--- src/rtl/mul_txn_driver_if.sv ---
// Port bundle joining mul_txn_driver to its operand source, the multiplier
// under test and the result/statistics sink.
interface mul_txn_driver_if #(
  parameter int WIDTH = 8,
  parameter int CNT_W = 16
);
  localparam int OW = 2 * WIDTH + 1;

  logic             op_valid;
  logic             op_ready;
  logic [WIDTH-1:0] op_a;
  logic [WIDTH-1:0] op_b;
  logic             op_cin;

  logic [WIDTH-1:0] mul_in1;
  logic [WIDTH-1:0] mul_in2;
  logic             mul_czero;
  logic [OW-1:0]    mul_out;
  logic             mul_cout;

  logic             res_valid;
  logic             res_ready;
  logic [OW-1:0]    res_out;
  logic             res_cout;
  logic [OW-1:0]    res_exact;
  logic [OW-1:0]    res_err;
  logic             res_mismatch;

  logic             stat_clear;
  logic [CNT_W-1:0] stat_count;
  logic [CNT_W-1:0] stat_mism;
  logic [OW-1:0]    stat_max_err;

  // Driver-side view: the block owns the multiplier inputs and all results.
  modport master (
    input  op_valid, op_a, op_b, op_cin,
    input  mul_out, mul_cout,
    input  res_ready, stat_clear,
    output op_ready,
    output mul_in1, mul_in2, mul_czero,
    output res_valid, res_out, res_cout, res_exact, res_err, res_mismatch,
    output stat_count, stat_mism, stat_max_err
  );

  modport slave (
    output op_valid, op_a, op_b, op_cin,
    output mul_out, mul_cout,
    output res_ready, stat_clear,
    input  op_ready,
    input  mul_in1, mul_in2, mul_czero,
    input  res_valid, res_out, res_cout, res_exact, res_err, res_mismatch,
    input  stat_count, stat_mism, stat_max_err
  );
endinterface

--- src/rtl/mul_txn_driver.sv ---
// Drives operand transactions into a combinational (exact or approximate)
// multiplier, captures its result after a settle window and scores its error.
module mul_txn_driver #(
  parameter int WIDTH  = 8,
  parameter int SETTLE = 2,
  parameter int CNT_W  = 16
) (
  input  logic             clk,
  input  logic             rst,
  mul_txn_driver_if.master bus
);
  localparam int OW = 2 * WIDTH + 1;
  localparam int CW = 4;

  typedef enum logic [1:0] {
    IDLE  = 2'd0,
    DRIVE = 2'd1,
    HOLD  = 2'd2
  } state_t;

  state_t           state_q, state_d;
  logic [CW-1:0]    cnt_q, cnt_d;
  logic             op_ready_q, op_ready_d;
  logic [WIDTH-1:0] in1_q, in1_d;
  logic [WIDTH-1:0] in2_q, in2_d;
  logic             cz_q, cz_d;
  logic             res_valid_q, res_valid_d;
  logic [OW-1:0]    res_out_q, res_out_d;
  logic             res_cout_q, res_cout_d;
  logic [OW-1:0]    res_exact_q, res_exact_d;
  logic [OW-1:0]    res_err_q, res_err_d;
  logic             res_mism_q, res_mism_d;
  logic [CNT_W-1:0] stat_cnt_q, stat_cnt_d;
  logic [CNT_W-1:0] stat_mism_q, stat_mism_d;
  logic [OW-1:0]    stat_max_q, stat_max_d;

  logic [2*WIDTH-1:0] prod;
  logic [OW-1:0]      exact;
  logic [OW-1:0]      err;
  logic               mism;
  logic               capture;

  // Reference product comes from the registered operands, so it is stable
  // for the whole settle window regardless of what the source does.
  assign prod  = (2*WIDTH)'(in1_q) * (2*WIDTH)'(in2_q);
  assign exact = OW'(prod) + OW'(cz_q);
  assign err   = (bus.mul_out >= exact) ? (bus.mul_out - exact) : (exact - bus.mul_out);
  assign mism  = (bus.mul_out != exact);

  always_comb begin
    state_d     = state_q;
    cnt_d       = cnt_q;
    in1_d       = in1_q;
    in2_d       = in2_q;
    cz_d        = cz_q;
    res_valid_d = res_valid_q;
    res_out_d   = res_out_q;
    res_cout_d  = res_cout_q;
    res_exact_d = res_exact_q;
    res_err_d   = res_err_q;
    res_mism_d  = res_mism_q;
    capture     = 1'b0;

    case (state_q)
      IDLE: begin
        // op_ready_q gates acceptance so the first cycle after reset is quiet.
        if (bus.op_valid && op_ready_q) begin
          in1_d   = bus.op_a;
          in2_d   = bus.op_b;
          cz_d    = bus.op_cin;
          cnt_d   = CW'(SETTLE - 1);
          state_d = DRIVE;
        end
      end
      DRIVE: begin
        if (cnt_q == '0) begin
          capture     = 1'b1;
          res_out_d   = bus.mul_out;
          res_cout_d  = bus.mul_cout;
          res_exact_d = exact;
          res_err_d   = err;
          res_mism_d  = mism;
          res_valid_d = 1'b1;
          state_d     = HOLD;
        end else begin
          cnt_d = cnt_q - 1'b1;
        end
      end
      HOLD: begin
        if (bus.res_ready) begin
          res_valid_d = 1'b0;
          state_d     = IDLE;
        end
      end
      default: state_d = IDLE;
    endcase

    op_ready_d = (state_d == IDLE);
  end

  // Statistics: a clear always wins over a same-edge capture.
  always_comb begin
    stat_cnt_d  = stat_cnt_q;
    stat_mism_d = stat_mism_q;
    stat_max_d  = stat_max_q;
    if (bus.stat_clear) begin
      stat_cnt_d  = '0;
      stat_mism_d = '0;
      stat_max_d  = '0;
    end else if (capture) begin
      if (stat_cnt_q != '1) begin
        stat_cnt_d = stat_cnt_q + CNT_W'(1);
      end
      if (mism && (stat_mism_q != '1)) begin
        stat_mism_d = stat_mism_q + CNT_W'(1);
      end
      if (err > stat_max_q) begin
        stat_max_d = err;
      end
    end
  end

  always_ff @(posedge clk or posedge rst) begin
    if (rst) begin
      state_q     <= IDLE;
      cnt_q       <= '0;
      op_ready_q  <= 1'b0;
      in1_q       <= '0;
      in2_q       <= '0;
      cz_q        <= 1'b0;
      res_valid_q <= 1'b0;
      res_out_q   <= '0;
      res_cout_q  <= 1'b0;
      res_exact_q <= '0;
      res_err_q   <= '0;
      res_mism_q  <= 1'b0;
      stat_cnt_q  <= '0;
      stat_mism_q <= '0;
      stat_max_q  <= '0;
    end else begin
      state_q     <= state_d;
      cnt_q       <= cnt_d;
      op_ready_q  <= op_ready_d;
      in1_q       <= in1_d;
      in2_q       <= in2_d;
      cz_q        <= cz_d;
      res_valid_q <= res_valid_d;
      res_out_q   <= res_out_d;
      res_cout_q  <= res_cout_d;
      res_exact_q <= res_exact_d;
      res_err_q   <= res_err_d;
      res_mism_q  <= res_mism_d;
      stat_cnt_q  <= stat_cnt_d;
      stat_mism_q <= stat_mism_d;
      stat_max_q  <= stat_max_d;
    end
  end

  assign bus.op_ready     = op_ready_q;
  assign bus.mul_in1      = in1_q;
  assign bus.mul_in2      = in2_q;
  assign bus.mul_czero    = cz_q;
  assign bus.res_valid    = res_valid_q;
  assign bus.res_out      = res_out_q;
  assign bus.res_cout     = res_cout_q;
  assign bus.res_exact    = res_exact_q;
  assign bus.res_err      = res_err_q;
  assign bus.res_mismatch = res_mism_q;
  assign bus.stat_count   = stat_cnt_q;
  assign bus.stat_mism    = stat_mism_q;
  assign bus.stat_max_err = stat_max_q;
endmodule
--- src/flat_wrapper.sv ---
// flat-port wrapper written by rule: the top's interface ports become plain ports
module mul_txn_driver_flat 
#(
  parameter int WIDTH  = 8,
  parameter int SETTLE = 2,
  parameter int CNT_W  = 16
)
  (clk, rst, bus_op_valid, bus_op_a, bus_op_b, bus_op_cin, bus_mul_out, bus_mul_cout, bus_res_ready, bus_stat_clear, bus_op_ready, bus_mul_in1, bus_mul_in2, bus_mul_czero, bus_res_valid, bus_res_out, bus_res_cout, bus_res_exact, bus_res_err, bus_res_mismatch, bus_stat_count, bus_stat_mism, bus_stat_max_err);
  mul_txn_driver_if #(.WIDTH(WIDTH), .CNT_W(CNT_W)) bus_i ();
  input  logic clk;
  input  logic rst;
  input wire logic [$bits(bus_i.op_valid)-1:0] bus_op_valid;
  input wire logic [$bits(bus_i.op_a)-1:0] bus_op_a;
  input wire logic [$bits(bus_i.op_b)-1:0] bus_op_b;
  input wire logic [$bits(bus_i.op_cin)-1:0] bus_op_cin;
  input wire logic [$bits(bus_i.mul_out)-1:0] bus_mul_out;
  input wire logic [$bits(bus_i.mul_cout)-1:0] bus_mul_cout;
  input wire logic [$bits(bus_i.res_ready)-1:0] bus_res_ready;
  input wire logic [$bits(bus_i.stat_clear)-1:0] bus_stat_clear;
  output wire logic [$bits(bus_i.op_ready)-1:0] bus_op_ready;
  output wire logic [$bits(bus_i.mul_in1)-1:0] bus_mul_in1;
  output wire logic [$bits(bus_i.mul_in2)-1:0] bus_mul_in2;
  output wire logic [$bits(bus_i.mul_czero)-1:0] bus_mul_czero;
  output wire logic [$bits(bus_i.res_valid)-1:0] bus_res_valid;
  output wire logic [$bits(bus_i.res_out)-1:0] bus_res_out;
  output wire logic [$bits(bus_i.res_cout)-1:0] bus_res_cout;
  output wire logic [$bits(bus_i.res_exact)-1:0] bus_res_exact;
  output wire logic [$bits(bus_i.res_err)-1:0] bus_res_err;
  output wire logic [$bits(bus_i.res_mismatch)-1:0] bus_res_mismatch;
  output wire logic [$bits(bus_i.stat_count)-1:0] bus_stat_count;
  output wire logic [$bits(bus_i.stat_mism)-1:0] bus_stat_mism;
  output wire logic [$bits(bus_i.stat_max_err)-1:0] bus_stat_max_err;
  assign bus_i.op_valid = bus_op_valid;
  assign bus_i.op_a = bus_op_a;
  assign bus_i.op_b = bus_op_b;
  assign bus_i.op_cin = bus_op_cin;
  assign bus_i.mul_out = bus_mul_out;
  assign bus_i.mul_cout = bus_mul_cout;
  assign bus_i.res_ready = bus_res_ready;
  assign bus_i.stat_clear = bus_stat_clear;
  assign bus_op_ready = bus_i.op_ready;
  assign bus_mul_in1 = bus_i.mul_in1;
  assign bus_mul_in2 = bus_i.mul_in2;
  assign bus_mul_czero = bus_i.mul_czero;
  assign bus_res_valid = bus_i.res_valid;
  assign bus_res_out = bus_i.res_out;
  assign bus_res_cout = bus_i.res_cout;
  assign bus_res_exact = bus_i.res_exact;
  assign bus_res_err = bus_i.res_err;
  assign bus_res_mismatch = bus_i.res_mismatch;
  assign bus_stat_count = bus_i.stat_count;
  assign bus_stat_mism = bus_i.stat_mism;
  assign bus_stat_max_err = bus_i.stat_max_err;
  mul_txn_driver #(.WIDTH(WIDTH), .SETTLE(SETTLE), .CNT_W(CNT_W)) u_core (.clk(clk), .rst(rst), .bus(bus_i));
endmodule
--- config.mk ---
export PLATFORM = sky130hd
export DESIGN_NAME = mul_txn_driver_flat
export DESIGN_NICKNAME = d
export VERILOG_FILES = /design/src/rtl/mul_txn_driver_if.sv /design/src/rtl/mul_txn_driver.sv /design/src/flat_wrapper.sv
export SDC_FILE = /design/constraint.sdc
export NUM_CORES = 1
export LEC_CHECK = 0
export ABC_AREA = 1
export CORE_MARGIN = 2
export CORE_UTILIZATION = 52
export CTS_CLUSTER_DIAMETER = 40
export DETAILED_ROUTE_END_ITERATION = 10
export DONT_BUFFER_PORTS = 1
export PLACE_DENSITY = 0.76
export SYNTH_ARGS = -nofsm -noshare
export SYNTH_HDL_FRONTEND = slang
export SYNTH_SLANG_ARGS = --single-unit
--- constraint.sdc ---
create_clock -name clk -period 8.4 [get_ports clk]
set_input_delay 2.52 -clock clk [delete_from_list [all_inputs] [get_ports clk]]
set_output_delay 2.52 -clock clk [all_outputs]
set_load 0.03 [all_outputs]
==> qor.txt, run 1 <==
Routed WL per cell: 15.4 um
largest net degree at the start of global routing: 87
Worst path slowest cell: dfrtp_1
CTS buffer count: 17
Syn Area/Cell: 7.44 um^2
Final ANT Viol Nets: 0
DP Area: 10600 um^2
max-cap violations: 0
DP HPWL: 20.1 mm
Worst Path Arrival: 8140 ps
routability congestion estimate from global placement: 0.929
Syn Inst Count: 1389
CP Launch Type: register
CTS tree: done
WS Path Type: register to register
Reg clk slew, reported paths: 60 ps
via count: 8641
Post-synth EDFFs: 0
Clk Latency, worst-skew pair: 440 ps
final net count: 1565
GR Overflow Total: 0
Pins Over Slew Limit: 0
first-pass GRT wire length: 43.3 mm
FP Rows: 51
die width: 145 um
routed wire length: 25.7 mm
vias in the first global route: 8591
asr flop ratio synth: 100%
post-synth cell types: 50
first-iteration detailed-routing DRC count: 440
Clock Sinks: 127
Worst Path Required: 8720 ps
Initial DRT Pass Iterations: 5
crit path max fanout: 17
die height: 145 um
internal reg-to-reg setup slack: 570 ps
r2r startpoint: u_core.bus.mul_in1[0]
Core Region: 19500 um^2
cell mode on critical path: nand2_1
flops & latches, synth: 127
sequential share of the synthesized area: 30.8%
Starting Density: 53.1%
synthesized net count: 1562
post-synth top area cell: dfrtp_1
top cell type's share of synthesized area: 30.8%
Slew Limit Headroom: 33.5%
Min Clock Period, post-route: 7830 ps
Buf+Inv Stages, Crit Path: 9
Setup TNS: 0 ps
CP delay by family, top: adder cells
warnings from Yosys: 0
DIE AREA: 21000 um^2
status: finished, final reports clean
RSZ-0062 raised after global routing: no
dominant cells by area after synthesis: dfrtp_1 (31%), nand2_1 (14%), ha_1 (12%), inv_1 (9.5%), fa_1 (7.4%)
Mapped Area: 10300 um^2
Root Driver: clkbuf_16
Port-buffer cells: 0
fin area: 11300 um^2
critical path's largest stage delay: 540 ps
# IOs: 161
Remaining DRCs: 0
final hold violations: 0
Worst Setup SP: u_core.bus.mul_in1[0]
clk_skew: 9.81 ps
Max Fclk: 0.128 GHz
Final period util: 93.2%
CP endpoint kind: register
Hold Path Origin: u_core.cnt_q[0]
Tightest Pin Transition: 993 ps
initial antenna violation count: 0
setup violators final: 0
vias per cell: 5.17
area grow syn2layout: 9.33%
dominant synthesized flop cell: dfrtp_1
Worst Hold Class: register to register
GRT Resource Usage Total: 25.6%
number of H-tree levels: 4
deepest clock path buffer count: 2
layout cell share with drive strength beyond 1: 7.90%
Antenna Cells: 0
## worst register-to-register path, delay by kind of cell, from the launching register on
kind                       cells  cell delay, ps
and+or+nand+nor               19            2240
adders and majority gates      7            3130
DFF                            1             540
AOI/OAI and AO/OA              6             910
buffers and inverters          9             880
## metrics by stage
step | instances | utilization [%] | worst slack [ps] | hold slack, ps
3_3_place_gp | 1631 | 54.5 | 436 | 472
4_1_cts | 1663 | 57.6 | 123 | 479
3_5_place_dp | 1631 | 54.5 | 303 | 471
6_report | 1670 | 58.1 | 575 | 476
5_1_grt | 1670 | 58.1 | 58.4 | 520
2_1_floorplan | 1389 | - | 1040 | 449
## routing by layer
metal / track usage [%] / vias to the layer above / part of all wire, % / wire [um]
li1: - / 4366 / - / -
met1: 32.0 / 3986 / 43 / 11000
met2: 42.5 / 241 / 47 / 12200
met3: 7.14 / 48 / 6.6 / 1700
met4: 9.26 / 0 / 3.1 / 809
met5: 0 / - / 0 / 0
## synth_stat cells (all sizes together) (28+ instances only)
cell type  count
xor2          28
nand4         33
nor2          56
a21oi         55
dfrtp        127
fa            38
inv          265
o21ai         85
clkbuf        33
ha            95
nand3         80
nand2        414
## cell type report
| type | count | area [um^2] |
|---|---|---|
| fill | 1768 | 8160 |
| multi-input combinational | 955 | 5980 |
| sequential | 127 | 3180 |
| inverter | 267 | 1010 |
| clock buffer | 18 | 439 |
| tap | 265 | 332 |
| timing repair buffer | 24 | 193 |
| clock inverter | 14 | 168 |
## cell families after synthesis
family	count (synthesis)	synth area share (%)
AOI/OAI and AO/OA	165	8.69
xor gates and xnor gates	33	2.80
adders and majority gates	133	18.9
buffers and inverters	307	11.5
DFF	127	30.8
and+or+nand+nor	624	27.4
## final timing paths
check                                              end  cells past startpoint
min in group asynchronous          u_core.bus.op_ready                      1
hold reg to reg                        u_core.cnt_q[0]                      1
hold / removal                         u_core.cnt_q[0]                      1
setup reg to reg           u_core.bus.stat_max_err[15]                     41
setup / recovery           u_core.bus.stat_max_err[15]                     41
max in group asynchronous  u_core.bus.stat_max_err[14]                      2
## registers in the layout, indices dropped and copies added (netlist names)
name and count:
u_core.bus.stat_max_err 17, u_core.bus.mul_in2 8, u_core.bus.mul_in1 8, u_core.bus.res_err 17
u_core.bus.mul_czero 1, u_core.bus.res_mismatch 1, u_core.bus.res_cout 1, u_core.bus.op_ready 1
u_core.bus.res_valid 1, u_core.bus.res_out 17, u_core.bus.stat_count 16, u_core.state_q 2
u_core.bus.res_exact 17, u_core.bus.stat_mism 16, u_core.cnt_q 4
## repair_timing
action,CTS,global route
hold buffers,0,0
setup endpoints to repair,0,17
setup buffers,0,7
resized for setup,0,6
## cells in the final DEF, fill, tap and decap left out, types with 14 or more instances in the layout
cell       synthesis  final
xor2_1            28     28
nor2_1            51     51
nand3_1           70     70
fa_1              38     38
nand4_1           31     31
dfrtp_1          127    125
inv_1            261    260
a21oi_1           54     54
ha_1              95     95
nor3_1            16     16
clkbuf_16          0     17
o21ai_0           72     71
nand2_1          395    394
buf_4              3     23
and2_1            14     14
Power of run 1 is not shown: default switching activity piles up to over one toggle a cycle in this logic, so the estimate is an artifact.
==> run 2: changes to the inputs <==
--- a/config.mk
+++ b/config.mk
@@ -6,6 +6,7 @@
 export NUM_CORES = 1
 export LEC_CHECK = 0
 export ABC_AREA = 1
+export CAP_MARGIN = 20
 export CORE_MARGIN = 2
 export CORE_UTILIZATION = 52
 export CTS_CLUSTER_DIAMETER = 40
==> results of run 2 <==
The final DEF is identical to that of run 1; final timing and power are the same.
Power of run 2 is left out for the same reason.
